`config.mk`:
```
export PLATFORM = sky130hd
export DESIGN_NAME = c_wrap_counter
export DESIGN_NICKNAME = d
export VERILOG_FILES = /design/src/rtl/c_wrap_counter.sv
export SDC_FILE = /design/constraint.sdc
export NUM_CORES = 1
export LEC_CHECK = 0
export CAP_MARGIN = 5
export CORE_MARGIN = 1
export CORE_UTILIZATION = 30
export CTS_CLUSTER_DIAMETER = 50
export DETAILED_ROUTE_END_ITERATION = 8
export GPL_TIMING_DRIVEN = 0
export MAX_ROUTING_LAYER = met4
export SYNTH_ARGS = -nofsm -noshare
export SYNTH_HDL_FRONTEND = slang
export SYNTH_SLANG_ARGS = --single-unit
```
`constraint.sdc`:
```
create_clock -name clk_i -period 2.9 [get_ports clk_i]
set_input_delay 0.725 -clock clk_i [delete_from_list [all_inputs] [get_ports clk_i]]
set_output_delay 0.725 -clock clk_i [all_outputs]
set_load 0.01 [all_outputs]
```
`src/rtl/c_wrap_counter.sv`:
```
// Registered range counter over [min_value, max_value] with variable step,
// parallel load and wrap-around or saturating arithmetic.
module c_wrap_counter #(
    parameter int width       = 4,
    parameter int min_value   = 4,
    parameter int max_value   = 7,
    parameter int reset_value = min_value,
    parameter int step_width  = 2,
    parameter int saturate    = 0
) (
    input  logic                  clk_i,
    input  logic                  reset_i,
    input  logic                  active_i,
    input  logic                  load_i,
    input  logic [width-1:0]      load_value_i,
    input  logic                  incr_i,
    input  logic                  decr_i,
    input  logic [step_width-1:0] step_i,
    output logic [width-1:0]      value_o,
    output logic                  at_min_o,
    output logic                  at_max_o,
    output logic                  wrap_o,
    output logic                  error_o
);

    localparam int RANGE = max_value - min_value + 1;

    localparam logic [width:0]   MIN_X   = (width+1)'(min_value);
    localparam logic [width:0]   MAX_X   = (width+1)'(max_value);
    localparam logic [width:0]   RANGE_X = (width+1)'(RANGE);
    localparam logic [width-1:0] MIN_V   = width'(min_value);
    localparam logic [width-1:0] MAX_V   = width'(max_value);
    localparam logic [width-1:0] RST_V   = width'(reset_value);

    if (min_value < 0 || min_value > max_value || max_value >= (1 << width)) begin : g_bad_range
        $error("c_wrap_counter: illegal min_value/max_value");
    end
    if (reset_value < min_value || reset_value > max_value) begin : g_bad_reset
        $error("c_wrap_counter: reset_value outside [min_value, max_value]");
    end
    if (((1 << step_width) - 1) > RANGE) begin : g_bad_step
        $error("c_wrap_counter: step_width too large for the counter range");
    end

    logic [width-1:0] value_q, value_d;
    logic             wrap_q, wrap_d;
    logic             error_q, error_d;

    logic [width:0] val_x, step_x, sum_x, load_x;
    logic           under;

    always_comb begin
        val_x   = {1'b0, value_q};
        step_x  = (width+1)'(step_i);
        load_x  = {1'b0, load_value_i};
        sum_x   = val_x + step_x;
        // value - step < min, rearranged so nothing goes negative
        under   = val_x < (MIN_X + step_x);
        value_d = value_q;
        wrap_d  = wrap_q;
        error_d = error_q;
        if (active_i) begin
            if (load_i) begin
                wrap_d = 1'b0;
                if (load_x >= MIN_X && load_x <= MAX_X) begin
                    value_d = load_value_i;
                end else begin
                    error_d = 1'b1;
                end
            end else if ((incr_i ^ decr_i) && (step_i != '0)) begin
                if (incr_i) begin
                    if (sum_x > MAX_X) begin
                        wrap_d  = 1'b1;
                        value_d = (saturate != 0) ? MAX_V : width'(sum_x - RANGE_X);
                    end else begin
                        wrap_d  = 1'b0;
                        value_d = width'(sum_x);
                    end
                end else begin
                    if (under) begin
                        wrap_d  = 1'b1;
                        value_d = (saturate != 0) ? MIN_V : width'(val_x + RANGE_X - step_x);
                    end else begin
                        wrap_d  = 1'b0;
                        value_d = width'(val_x - step_x);
                    end
                end
            end else begin
                wrap_d = 1'b0;
            end
        end
    end

    always_ff @(posedge clk_i) begin
        if (reset_i) begin
            value_q <= RST_V;
            wrap_q  <= 1'b0;
            error_q <= 1'b0;
        end else begin
            value_q <= value_d;
            wrap_q  <= wrap_d;
            error_q <= error_d;
        end
    end

    assign value_o  = value_q;
    assign at_min_o = (value_q == MIN_V);
    assign at_max_o = (value_q == MAX_V);
    assign wrap_o   = wrap_q;
    assign error_o  = error_q;

endmodule

```
Word-level counts from Yosys, hierarchy flattened --
Index checks and enable logic that the tools add are counted.
Word-level totals: bits in registers 6, output and inout port bits 8, word-level logic and storage cells 35
Cells by class: $add $sub $neg 6, $lt $le $gt $ge 4, equal/unequal tests 3, multiplexer cells 11, bitwise logic cells 2, reductions and logical operators 6
Operators with widths (number):
- $mux 4 | 6
- $eq 4x3->1 const B | 2
- $sub 4x2->4 | 2
- $reduce_and 3->1 | 2
- $add 4x2->5 | 1
- $gt 5x3->1 const B | 1
- $mux 1 | 5
- $add 3x2->4 const A | 1
- $add 4x3->4 const B | 1
- $ge 4x3->1 const B | 1
- $le 4x3->1 const B | 1
- $lt 4x4->1 | 1
- $reduce_bool 2->1 | 2
- $sub 4x3->4 const B | 1
- $logic_and 1x1->1 | 2
- $ne 2x1->1 const B | 1
- $not 1->1 | 1
- $xor 1x1->1 | 1

Longest topological paths before layout --
word-level depth 6, mapped depth 12

Least setup slack after synthesis --
No wires, ideal clock.
path kind input to register, from in step_i[1], to reg value_q[2] (netlist: value_o[2]), data arrival time 2.742 ns, setup slack 0.031 ns, stages on the path 12, cells stage by stage inv_1 -> ha_1 -> nor2b_1 -> o21ai_0 -> xnor2_1 -> inv_1 -> ha_1 -> nand3b_1 -> o21ai_0 -> a211o_1 -> nand4_1 -> or3b_1
Between the ends: longest elaborated chain between the ends 6, elaborated cells on any way between the ends 16, classes of those cells 5 x add/sub; 2 x order compare; 5 x mux; 4 x reduce/logical
Ends and longest elaborated chain:
- start, declared | RTL line 18 | input logic [step_width-1:0] step_i,
- $add 4x2->5 / $add 3x2->4 (equally long branches) | RTL line 56, 58
- $sub 4x3->4, or another cell as far along | RTL line 74 | value_d = (saturate != 0) ? MAX_V : width'(sum_x - RANGE_X);
- $mux 4, on equally long branches | RTL line 72, 80
- $mux 4 | RTL line 71 | if (incr_i) begin
- $mux 4 | RTL line 70 | end else if ((incr_i ^ decr_i) && (step_i != '0)) begin
- $mux 4 | RTL line 63 | if (load_i) begin
- end signal, assigned | RTL line 100 | value_q <= value_d;
- end, declared | RTL line 45 | logic [width-1:0] value_q, value_d;
Several ways; a longest one is shown, not always the timed one. The select of a mux whose other input is x is not followed. A chain may end at the register's enable or synchronous reset.

Worst setup path in the final report --
Same ends and word-level chain as after synthesis.

==> results.sh <==
export IMPL_grt_pass1_vias=788
export IMPL_worstSetupPathType="in -> reg"
export IMPL_htreeDepth=1
export IMPL_start_util=0.326
export IMPL_finalHoldViolations=0
export IMPL_relSlewSlack=0.780
export IMPL_fin_total_pwr_uw=342
export IMPL_fp_dieArea_sq_um=2680
export IMPL_clk_pin_slew_worst_paths_ps=40
export IMPL_fin_area_sq_um=1090
export IMPL_leakage_nw=0.441
export IMPL_mostFrequentLayoutCell="clkdlybuf4s50_1"
export IMPL_start_kind="input port"
export IMPL_slowest_stage="or3b_1"
export IMPL_grt_max_degree=11
export IMPL_finalCritPeriodShare=0.956
export IMPL_postSynthRegisterBits=6
export IMPL_core_area_sq_um=2280
export IMPL_drv_slew=0
export IMPL_ant_nets=0
export IMPL_end_kind="flop"
export IMPL_syn_inst=96
export IMPL_cts_root_buf="clkbuf_4"
export IMPL_antenna_found_initial=0
export IMPL_required_ps=3020
export IMPL_dr_pass1_iters=4
export IMPL_min_period_ps=2770
export IMPL_grt_setup_unrepaired="false"
export IMPL_placed_cell_area_sq_um=957
export IMPL_n_fill_cell=211
export IMPL_vias=781
export IMPL_grtUsageTotal=0.168
export IMPL_power_density_nw_per_um2=312
export IMPL_post_route_util=0.480
export IMPL_area_delta_synth_final_pct=47.4
export IMPL_rows=17
export IMPL_drtIter0Drc=13
export IMPL_max_slew_worst_pin_slew_ps=330
export IMPL_fin_skew_ps=2.34
export IMPL_drc_errors=0
export IMPL_yosysSeqAreaShare=0.162
export IMPL_regArea_sq_um=120
export IMPL_final_cell_mix="16 x clkdlybuf4s50_1, 12 x inv_1, 10 x buf_4"
export IMPL_crit_arrival_ps=2890
export IMPL_diodes=0
export IMPL_synth_enable_flop_cells=0
export IMPL_hpwl_microns=1430
export IMPL_synth_async_reset_ratio=0
export IMPL_crit_path_max_incr_delay_ps=350
export IMPL_status="finished, final reports clean"
export IMPL_insertion_delay_ps=240
export IMPL_hold_buffers=0
export IMPL_synth_warnings=0
export IMPL_whs_ps=482
export IMPL_cts_max_path_buffers=2
export IMPL_cpLargestDelayFamily="simple AND/OR/NAND/NOR gates"
export IMPL_drive_gt1_frac=0.213
export IMPL_io_pins=20
export IMPL_path_buf_inv=3
export IMPL_yosysUniqueCellTypes=34
export IMPL_multi_input_area_sq_um=608
export IMPL_die_w_microns=51.7
export IMPL_viasPerCell=5.04
export IMPL_avgSynthCellArea_sq_um=7.73
export IMPL_grt_pass1_wl_microns=3280
export IMPL_worst_path_max_fanout=5
export IMPL_ys_flop_type="dfxtp_1"
export IMPL_routedWlPerCell_microns=12.4
export IMPL_cts_buffers=3
export IMPL_syn_cell_area_sq_um=742
export IMPL_rrSetupSlack_ps=310
export IMPL_die_h_microns=51.7
export IMPL_clkSinkCount=6
export IMPL_cap_viol_max_count=0
export IMPL_cp_cell_sequence="clkbuf_4 > inv_1 > ha_4 > nor2b_4 > o21ai_2 > xnor2_1 > inv_1 > ha_2 > nand3b_1 > o32ai_2 > a211o_1 > nand4_1 > or3b_1"
export IMPL_portBuffers=18
export IMPL_ir_drop_mv=0.232
export IMPL_cts_tree="built"
export IMPL_grt_overflow=0
export IMPL_finalSetupViolCount=0
export IMPL_wl_microns=1920
export IMPL_num_nets_final=151
export IMPL_min_path_type="reg -> reg"
export IMPL_syn_num_nets=118
export IMPL_crit_path_frequent_cell="inv_1"
export IMPL_finalWeightedCongestion=0.794
export IMPL_fmax_mhz=361
==> per-stage QoR <==
| step | setup TNS, ps | cells | setup slack, ps |
|---|---|---|---|
| after floorplan | 0 | 96 | 31.2 |
| after global placement | -2050 | 142 | -915 |
| after detailed placement | -2080 | 142 | -950 |
| after CTS | 0 | 151 | 8.49 |
| after global routing | 0 | 155 | 11.5 |
| final | 0 | 155 | 129 |
==> layout make-up <==
class	count	share of cell area
flip-flops and latches	6	0.110
clock buffers	3	0.0206
inverters	12	0.0412
plain buffers	3	0.0137
repair buffers	28	0.227
multi-input cells	75	0.556
well taps	28	0.0320
==> report_power, final <==
part | internal (mW) | total, mW | switching (mW)
Sequential | 0.0872 | 0.0929 | 0.00568
Combinational | 0.0917 | 0.174 | 0.0822
Clock | 0.0467 | 0.0747 | 0.0281
Total | 0.226 | 0.342 | 0.116
==> per-layer routing <==
metal	GRT usage	wire length (microns)	vias to the layer above
li1	-	-	402
met1	0.205	883	351
met2	0.266	908	20
met3	0.0117	67	8
met4	0.108	63	0
met5	-	0	-
==> cell usage after synthesis, drive strengths merged, types with 2 or more instances <==
| master | number | area (sq um) |
|---|---|---|
| inv | 12 | 45.0 |
| nor2 | 9 | 33.8 |
| ha | 7 | 87.6 |
| dfxtp | 6 | 120 |
| a21oi | 5 | 25.0 |
| nand2 | 5 | 18.8 |
| nand2b | 5 | 31.3 |
| a31oi | 4 | 25.0 |
| nor2b | 4 | 32.5 |
| o21ai | 4 | 20.0 |
| buf | 3 | 15.0 |
| fa | 3 | 60.1 |
| nor3 | 3 | 15.0 |
| o32ai | 3 | 26.3 |
| a211oi | 2 | 15.0 |
| nand3b | 2 | 15.0 |
| o2111ai | 2 | 17.5 |
| xor2 | 2 | 17.5 |
==> worst register-to-register path: stages (launching register included) <==
cell and delay [ps]:
dfxtp_1 500, ha_4 270, nor2b_4 160, o21ai_2 80
xnor2_1 200, inv_1 80, ha_2 210, nand3b_1 140
o32ai_2 100, a211o_1 300, nand4_1 80, or3b_1 350
==> cells by family after synthesis <==
logic type | share of synthesized area
simple gates | 0.268
compound gates | 0.226
buf+inv | 0.0809
fa+ha+maj | 0.199
flops | 0.162
xor+xnor | 0.0354
mux | 0.0287
==> registers in the layout, summed over array words and instances (netlist names) <==
name     cells
error_o      1
value_o      4
wrap_o       1
==> worst paths after layout <==
| check | from | depth (start not counted) | endpoint |
|---|---|---|---|
| setup / recovery | step_i[1] | 13 | value_o[2] |
| hold reg to reg | error_o | 2 | error_o |
| setup reg to reg | value_o[1] | 11 | value_o[2] |
| hold / removal | error_o | 2 | error_o |
==> what timing repair did <==
item                                    in CTS  in global routing
endpoints found under the hold margin        0                  0
endpoints found under the setup margin       3                  1
pin swaps                                    1                  5
setup buffers                                6                  4
gates resized for setup                     10                  9
Note: power is estimated with default switching activity, not from simulation.
